## config.mk

```make
export PLATFORM = sky130hd
export DESIGN_NAME = clock_set_ctrl
export DESIGN_NICKNAME = d
export VERILOG_FILES = /design/src/rtl/clock_set_ctrl.sv
export SDC_FILE = /design/constraint.sdc
export NUM_CORES = 1
export LEC_CHECK = 0
export BUFFER_PORTS_ARGS = -buffer_cell sky130_fd_sc_hd__buf_2
export CORE_ASPECT_RATIO = 0.7
export CORE_MARGIN = 10
export CORE_UTILIZATION = 36
export CTS_CLUSTER_DIAMETER = 150
export DETAILED_ROUTE_END_ITERATION = 10
export GPL_TIMING_DRIVEN = 0
export HOLD_SLACK_MARGIN = 0.06
export PLACE_DENSITY = 0.61
export SKIP_LAST_GASP = 1
export SLEW_MARGIN = 15
export SYNTH_ARGS = -nofsm -noshare
export SYNTH_HDL_FRONTEND = slang
export SYNTH_SLANG_ARGS = --single-unit
```

## constraint.sdc

```tcl
create_clock -name clk -period 5.2 [get_ports clk]
set_input_delay 0.78 -clock clk [delete_from_list [all_inputs] [get_ports clk]]
set_output_delay 0.78 -clock clk [all_outputs]
set_load 0.01 [all_outputs]
```

## src/rtl/clock_set_ctrl.sv

```systemverilog
// Mode sequencer for the digital clock: button debounce, RUN/SET_HR/SET_MIN FSM,
// counter enables with auto-repeat, and blink strobes for the field being edited.
module clock_set_ctrl #(
    parameter int unsigned DEB_CYCLES   = 1_000_000,
    parameter int unsigned REPEAT_DELAY = 25_000_000,
    parameter int unsigned REPEAT_RATE  = 5_000_000,
    parameter int unsigned BLINK_HALF   = 12_500_000,
    parameter int unsigned CNT_W        = 26
) (
    input  logic       clk,
    input  logic       rst,
    input  logic       set,
    input  logic       hora,
    input  logic       min,
    input  logic       carry_sec,
    input  logic       carry_dmin,
    output logic       sec_run,
    output logic       sec_clr,
    output logic       enable_umin,
    output logic       enable_hr,
    output logic       blank_min,
    output logic       blank_hr,
    output logic [1:0] mode_st
);
    localparam int unsigned NB    = 3;
    localparam int unsigned B_SET = 0;
    localparam int unsigned B_HR  = 1;
    localparam int unsigned B_MIN = 2;

    localparam logic [CNT_W-1:0] DEB_LAST   = CNT_W'(DEB_CYCLES - 1);
    localparam logic [CNT_W-1:0] DELAY_LAST = CNT_W'(REPEAT_DELAY - 1);
    localparam logic [CNT_W-1:0] RATE_LAST  = CNT_W'(REPEAT_RATE - 1);
    localparam logic [CNT_W-1:0] BLINK_LAST = CNT_W'(BLINK_HALF - 1);

    typedef enum logic [1:0] {
        RUN     = 2'd0,
        SET_HR  = 2'd1,
        SET_MIN = 2'd2
    } state_t;

    state_t           state, state_n;
    logic [NB-1:0]    sync1, sync2, acc, acc_n, acc_d, press;
    logic [CNT_W-1:0] rep_cnt, rep_cnt_n, rep_limit;
    logic             rep_first, rep_first_n, armed, armed_n;
    logic [CNT_W-1:0] blink_cnt, blink_cnt_n;
    logic             phase, phase_n;
    logic             act_press, act_held, fire;
    logic             sec_run_n, sec_clr_n, enable_umin_n, enable_hr_n;
    logic             blank_min_n, blank_hr_n;

    // Per-button debounce: accept a new level after DEB_CYCLES consecutive mismatches.
    for (genvar b = 0; b < NB; b++) begin : g_deb
        logic [CNT_W-1:0] cnt_q;
        logic             acc_q;
        logic             flip;

        assign flip     = (sync2[b] != acc_q) && (cnt_q == DEB_LAST);
        assign acc_n[b] = acc_q ^ flip;
        assign acc[b]   = acc_q;

        always_ff @(posedge clk or negedge rst) begin
            if (!rst) begin
                cnt_q <= '0;
                acc_q <= 1'b0;
            end else begin
                acc_q <= acc_n[b];
                if ((sync2[b] == acc_q) || flip) begin
                    cnt_q <= '0;
                end else begin
                    cnt_q <= cnt_q + CNT_W'(1);
                end
            end
        end
    end

    assign press   = acc & ~acc_d;
    assign mode_st = state;

    always_comb begin
        act_press     = 1'b0;
        act_held      = 1'b0;
        state_n       = state;
        armed_n       = armed;
        rep_cnt_n     = rep_cnt;
        rep_first_n   = rep_first;
        blink_cnt_n   = blink_cnt;
        phase_n       = phase;
        sec_clr_n     = 1'b0;
        enable_umin_n = 1'b0;
        enable_hr_n   = 1'b0;

        // Only the button that matches the current edit field counts.
        case (state)
            SET_HR: begin
                act_press = press[B_HR];
                act_held  = acc[B_HR];
            end
            SET_MIN: begin
                act_press = press[B_MIN];
                act_held  = acc[B_MIN];
            end
            default: ;
        endcase

        rep_limit = rep_first ? DELAY_LAST : RATE_LAST;
        fire      = armed & act_held & (rep_cnt == rep_limit);

        if (act_press) begin
            armed_n     = 1'b1;
            rep_cnt_n   = '0;
            rep_first_n = 1'b1;
        end else if (armed & act_held) begin
            if (fire) begin
                rep_cnt_n   = '0;
                rep_first_n = 1'b0;
            end else begin
                rep_cnt_n = rep_cnt + CNT_W'(1);
            end
        end else begin
            armed_n     = 1'b0;
            rep_cnt_n   = '0;
            rep_first_n = 1'b0;
        end

        if (press[B_SET]) begin
            case (state)
                RUN:     state_n = SET_HR;
                SET_HR:  state_n = SET_MIN;
                default: state_n = RUN;
            endcase
            armed_n     = 1'b0;
            rep_cnt_n   = '0;
            rep_first_n = 1'b0;
        end

        // Blink phase restarts low on every entry into an edit state.
        if ((state_n == RUN) || (state_n != state)) begin
            blink_cnt_n = '0;
            phase_n     = 1'b0;
        end else if (blink_cnt == BLINK_LAST) begin
            blink_cnt_n = '0;
            phase_n     = ~phase;
        end else begin
            blink_cnt_n = blink_cnt + CNT_W'(1);
        end

        case (state)
            RUN: begin
                enable_umin_n = carry_sec;
                enable_hr_n   = carry_dmin;
            end
            SET_HR:  enable_hr_n = act_press | fire;
            SET_MIN: begin
                enable_umin_n = act_press | fire;
                sec_clr_n     = press[B_SET];
            end
            default: ;
        endcase

        sec_run_n   = (state_n == RUN);
        blank_hr_n  = (state_n == SET_HR) & phase_n & ~acc_n[B_HR];
        blank_min_n = (state_n == SET_MIN) & phase_n & ~acc_n[B_MIN];
    end

    always_ff @(posedge clk or negedge rst) begin
        if (!rst) begin
            state       <= RUN;
            sync1       <= '0;
            sync2       <= '0;
            acc_d       <= '0;
            armed       <= 1'b0;
            rep_cnt     <= '0;
            rep_first   <= 1'b0;
            blink_cnt   <= '0;
            phase       <= 1'b0;
            sec_run     <= 1'b1;
            sec_clr     <= 1'b0;
            enable_umin <= 1'b0;
            enable_hr   <= 1'b0;
            blank_min   <= 1'b0;
            blank_hr    <= 1'b0;
        end else begin
            state       <= state_n;
            sync1       <= {min, hora, set};
            sync2       <= sync1;
            acc_d       <= acc;
            armed       <= armed_n;
            rep_cnt     <= rep_cnt_n;
            rep_first   <= rep_first_n;
            blink_cnt   <= blink_cnt_n;
            phase       <= phase_n;
            sec_run     <= sec_run_n;
            sec_clr     <= sec_clr_n;
            enable_umin <= enable_umin_n;
            enable_hr   <= enable_hr_n;
            blank_min   <= blank_min_n;
            blank_hr    <= blank_hr_n;
        end
    end

endmodule

```

==> flow_summary.yaml, run 1 <==
worst_setup_path:
  crit_path_start_kind: "register"
  critPathArrivalTime_ns: 2.72
  crit_type: "register to register"
  crit_path_end_kind: "register"
  critPathMaxFanout: 10
  critPathRequiredTime_ns: 5.52
power:
  p_per_area_mw_per_mm2: 301.1
  ir_drop_mv: 0.2226
  leakage_nw: 3.441
  p_total_mw: 2.548
detailed_routing:
  wl_met1_mm: 8.089
  viasPerCell: 4.927
  routed-via-count: 5247
  wl_per_cell_um: 13.66
  routed_wl_mm: 14.55
  ant_nets: 0
  highest_layer: "met4"
  firstDrtPassIters: 5
  wl_met3_um: 537
  drtIter0Drc: 353
  routed-wl-met2_mm: 5.736
  post-route-drc-count: 0
clock_network:
  cts_sinks: 153
  ctsResizeCount: 0
  clockBufferDepth: 2
  cts_buffers: 17
  post-cts-setup-buffers: 0
  clk_pin_slew_ns: 0.06
  cts_tree: "built"
  ctsHtreeMaxLevel: 4
  clk_latency_ns: 0.43
  cts_hold_buf: 0
  ctsRootBufferMaster: "clkbuf_16"
timing:
  postLayoutSetupSlackWorst_ns: 2.794
  fin_crit_sh_pct: 46.26
  finClkSkew_ns: 0.007746
  tns_ns: 0
  worst_pin_slew_ns: 1.139
  layout_min_cycle_time_ns: 2.406
  setup-violations-final: 0
  fmax_mhz: 415.7
  timing.slew.headroom_pct: 23.37
  fin_hold_ws_ns: 0.3349
  grt_setup_unrepaired: "false"
  finalHoldViolations: 0
  slew_viol_final: 0
synthesis:
  ys_types: 47
  synth_area_leaders: "dfrtp_1, xor2_1, nor2_1"
  ys_ff_latch: 153
  async_flop_share_pct: 100.0
  synth_common_cells: "dfrtp_1, nor2_1, xor2_1"
  synth_nets: 764
  syn_area_mm2: 0.007407
  synth_top_area_cell: "dfrtp_1"
  syn_area_per_cell_um2: 9.903
  yosys_warnings: 0
  syn-instance-count: 748
  synth_top_area_share_pct: 51.35
  ys_seq_area_share_pct: 51.71
  synth_ff_type: "dfrtp_1"
  synth_edf_count: 0
placement:
  place_ws_ns: 2.762
  hpwl_mm: 9.907
  gp_congestion: 0.7966
  portBuffers: 14
floorplan:
  ios: 15
  rows: 43
  die_area_mm2: 0.02680
  dieWidth_um: 191.4
  start_util_pct: 37.01
  core_mm2: 0.02001
  dieHeight_um: 140.0
grt:
  grt_pass1_vias: 5010
  grt_max_degree: 80
  grt_first_pass_wirelength_mm: 25.17
  antenna_found_initial: 0
  grt_util_all_layers_pct: 11.56
  gr-total-overflow: 0
job:
  maxCapViolCount: 0
min_path:
  hold_class: "input port to async pin"
cells_and_area:
  insertedDiodeCount: 0
  utilization_pct: 42.29
  seq_area_mm2: 0.003830
  drive_gt1_share_pct: 8.931
  multi_input_area_mm2: 0.003420
  syn2layout_area_growth_pct: 14.26
  nNetsFinal: 798
  fillers: 1951
outcome:
  status: "finished, final reports clean"
[critical path, cell delays in order (launching register included)]
cell	delay, ns
dfrtp_1	0.43
ha_1	0.24
and4_1	0.20
clkbuf_1	0.23
nand2_1	0.13
nor3_1	0.40
or2_2	0.18
buf_2	0.17
buf_2	0.23
nor2_1	0.08
[per-layer routing]
metal / global-route usage, % / vias up
met5: 0 / -
met4: 3.895 / 0
met3: 3.671 / 19
met2: 15.04 / 59
met1: 17.30 / 2530
li1: - / 2639
[worst paths after layout]
check / slack (ns) / to / cells after the start / from
max: 2.79 / g_deb[1].cnt_q[24]$_DFF_PN0_ / 9 / g_deb[1].cnt_q[0]$_DFF_PN0_
min: 0.33 / rep_cnt[16]$_DFF_PN0_ / 1 / rst
max reg2reg: 2.79 / g_deb[1].cnt_q[24]$_DFF_PN0_ / 9 / g_deb[1].cnt_q[0]$_DFF_PN0_
min reg2reg: 0.35 / sync2[2]$_DFF_PN0_ / 0 / sync1[2]$_DFF_PN0_
max in group asynchronous: 4.08 / g_deb[0].cnt_q[3]$_DFF_PN0_ / 2 / rst
min in group clk: 0.35 / sync2[2]$_DFF_PN0_ / 0 / sync1[2]$_DFF_PN0_
[layout by cell type, fill, tap and decap left out, types with 3 or more instances in the layout]
cell	synthesis	layout
xor2_1	73	73
xnor2_1	49	49
and2_1	11	11
nor2_1	152	152
nor3_1	24	24
inv_1	14	14
nand3_1	56	56
inv_6	0	3
bufinv_16	0	3
or2_2	3	3
clkbuf_16	0	17
buf_8	2	3
nor4b_1	5	5
dfrtp_1	152	152
and3_1	17	17
clkbuf_1	5	5
nor4_1	17	17
ha_1	9	9
mux2_2	3	3
nand2_1	54	54
o22ai_1	3	3
o21ai_0	4	4
clkinvlp_4	0	3
nand4_1	37	37
clkinv_2	0	3
buf_2	9	22
and4_1	15	15
or3_1	3	3
[registers in the layout (all words and copies together) (netlist names), named ones only]
signal and cells:
g_deb.acc_q 2, blank_min 1, enable_umin 1, sec_clr 1, acc_d 3, sync2 3, blink_cnt 26, mode_st 2
enable_hr 1, blank_hr 1, rep_first 1, sync1 3, rep_cnt 26, armed 1, g_deb.cnt_q 78, sec_run 1
phase 1
[through the flow]
stage / cell area (um2) / std cells
floorplan: 7407 / 748
global placement: 7815 / 1032
detailed placement: 7853 / 1033
CTS: 8463 / 1065
global route: 8463 / 1065
finish: 8463 / 1065
[power by group]
group	total (mW)	internal [mW]	switching [mW]
combinational	0.0552	0.0146	0.0406
clock	1.28	0.770	0.514
sequential	1.21	1.20	0.00936
total	2.55	1.98	0.564
[cells by family (layout without fill, tap and decap cells)]
family                   Yosys count  count (layout)  synth area share (%)
AO/OA/AOI/OAI                     21              21                 2.179
buffers and inverters             31              78                 2.128
flip-flops                       153             153                 51.71
AND/OR/NAND/NOR                  409             409                 27.58
multiplexers                       3               3                0.4560
adder cells (fa/ha/maj)            9               9                 1.520
XOR/XNOR                         122             122                 14.43
[cell type report]
| class | count | share of cell area (%) |
|---|---|---|
| Clock buffer | 18 | 5.189 |
| Inverter | 14 | 0.6209 |
| Sequential cell | 153 | 45.25 |
| Buffer | 17 | 1.242 |
| Multi-Input combinational cell | 564 | 40.41 |
| Tap cell | 270 | 3.992 |
| Clock inverter | 14 | 2.025 |
| Timing Repair Buffer | 15 | 1.271 |
Power figures use the tool's default switching activity.
==> run 2: changes to the inputs <==
==> constraint.sdc (replaced) <==
create_clock -name clk -period 2.3 [get_ports clk]
set_input_delay 0.345 -clock clk [delete_from_list [all_inputs] [get_ports clk]]
set_output_delay 0.345 -clock clk [all_outputs]
set_load 0.01 [all_outputs]
==> run 2 against run 1 <==
Clock power up 130%. Hold slack worse by 0.19 ns. Sequential share of layout area down 0.54 points. Fmax up 11%. Largest cell class unchanged. Critical path depth down 1. First-iteration DRC count up 2.3%. Register-to-register slack worse by 2.7 ns. Utilization up 0.51 points.
==> flow_summary.yaml, run 2 (same netlist as run 1, synthesis figures left out) <==
timing:
  slew_viol_final: 0
  layout_min_cycle_time_ns: 2.163
  finClkSkew_ns: 0.007278
  fin_crit_sh_pct: 94.04
  worst_pin_slew_ns: 0.8347
  finalHoldViolations: 0
  setup-violations-final: 0
  timing.slew.headroom_pct: 43.84
  fmax_mhz: 462.3
  tns_ns: 0
worst_setup_path:
  reg2reg_depth: 8
  crit_path_end_kind: "register"
  reg2reg_slack_ns: 0.14
  crit_path_start_kind: "register"
  critPathArrivalTime_ns: 2.52
  crit_type: "register to register"
  critPathMaxFanout: 10
  critPathRequiredTime_ns: 2.66
cells_and_area:
  nNetsFinal: 800
  largest_register: "g_deb.cnt_q"
  drive_gt1_share_pct: 10.16
  syn2layout_area_growth_pct: 15.62
  final_cell_mix: "nor2_1, dfrtp_1, xor2_1"
  seq_area_mm2: 0.003830
  multi_input_area_mm2: 0.003488
  reg_top3: "g_deb.cnt_q: 78 flops, blink_cnt: 26 flops, rep_cnt: 26 flops"
  design_area_mm2: 0.008564
  insertedDiodeCount: 0
  instances_no_fill: 1067
  fillers: 1945
  largest_reg_flops: 78
clock_network:
  cts_buffers: 17
  post-cts-setup-buffers: 0
  clk_latency_ns: 0.43
  clk_pin_slew_ns: 0.06
  cts_sinks: 153
  ctsHtreeMaxLevel: 4
  clockBufferDepth: 2
  cts_tree: "built"
  ctsRootBufferMaster: "clkbuf_16"
detailed_routing:
  wl_met1_mm: 8.093
  wl_per_cell_um: 13.92
  routed-wl-met2_mm: 5.985
  drtIter0Drc: 361
  routed-via-count: 5295
  highest_layer: "met4"
  routed_wl_mm: 14.86
  ant_nets: 0
  firstDrtPassIters: 5
  post-route-drc-count: 0
  wl_met3_um: 634
  viasPerCell: 4.963
grt:
  grt_pass1_vias: 5030
  gr-total-overflow: 0
  antenna_found_initial: 0
  grt_max_degree: 80
  grt_util_all_layers_pct: 11.61
  grt_first_pass_wirelength_mm: 25.25
job:
  maxCapViolCount: 0
placement:
  portBuffers: 14
  dp.cells: 1033
  gp_congestion: 0.7966
  place_area_mm2: 0.007853
  hpwl_mm: 9.907
power:
  leakage_nw: 3.490
  p_per_area_mw_per_mm2: 673.6
  p_total_mw: 5.769
  ir_drop_mv: 0.5052
floorplan:
  core_mm2: 0.02001
  ios: 15
  start_util_pct: 37.01
  dieHeight_um: 140.0
  dieWidth_um: 191.4
  rows: 43
  die_area_mm2: 0.02680
min_path:
  min_path_cells: 3
  hold_class: "input port to register"
outcome:
  status: "finished, final reports clean"
==> run 2: changes by cell type in the layout (fill, tap and decap cells not counted), sizes merged <==
cell | previous run | this run
clkbuf | 23 | 21
dlygate4sd3 | 0 | 4
==> run 2: final timing paths <==
| path | start | endpoint |
|---|---|---|
| max in group asynchronous | rst | g_deb[0].cnt_q[3]$_DFF_PN0_ |
| min in group asynchronous | rst | rep_cnt[11]$_DFF_PN0_ |
| worst max register to register | mode_st[0]$_DFF_PN0_ | rep_cnt[21]$_DFF_PN0_ |
| worst min-delay path | carry_dmin | enable_hr$_DFF_PN0_ |
| worst max-delay path | mode_st[0]$_DFF_PN0_ | rep_cnt[21]$_DFF_PN0_ |
| worst min register to register | sync1[2]$_DFF_PN0_ | sync2[2]$_DFF_PN0_ |
==> run 2: layout make-up <==
type                            count  share of cell area (%)
Clock buffer                       18                   5.128
Multi-Input combinational cell    564                   40.73
Tap cell                          270                   3.944
Clock inverter                     14                   2.001
Sequential cell                   153                   44.72
Timing Repair Buffer               19                   1.724
Inverter                           14                  0.6136
Buffer                             15                   1.140
==> run 2: power breakdown <==
part,switching [mW],internal (mW)
Sequential,0.0212,2.71
Clock,1.16,1.74
Combinational,0.0941,0.0378
==> run 2: stage by stage <==
step,worst slack (ns),hold WS (ns),util [%]
final,0.1371,0.1496,42.79
after global routing,-0.04121,0.1374,42.79
after CTS,0.009262,0.1308,42.59
after detailed placement,-0.1382,0.3364,39.23
after global placement,-1.471,0.3360,39.05
after floorplan,0.2706,0.04941,-
==> run 2: worst max-delay path: stages, from the launching register on <==
cell     delay [ns]
dfrtp_1        0.44
inv_1          0.14
ha_1           0.36
and2_1         0.18
nand2_1        0.08
or4_1          0.48
buf_6          0.16
buf_8          0.14
nor2_1         0.11
==> run 2: repair_timing <==
action | CTS | global route
hold endpoints to repair | 80 | 0
hold buffers | 4 | 0
resized for setup | 4 | 9
endpoints found under the setup margin | 41 | 73
cloned | 0 | 0
==> run 2: routing by layer <==
layer | up-vias | track usage [%]
li1 | 2654 | -
met1 | 2548 | 17.28
met2 | 80 | 15.19
met3 | 13 | 3.770
met4 | 0 | 3.772
met5 | - | 0
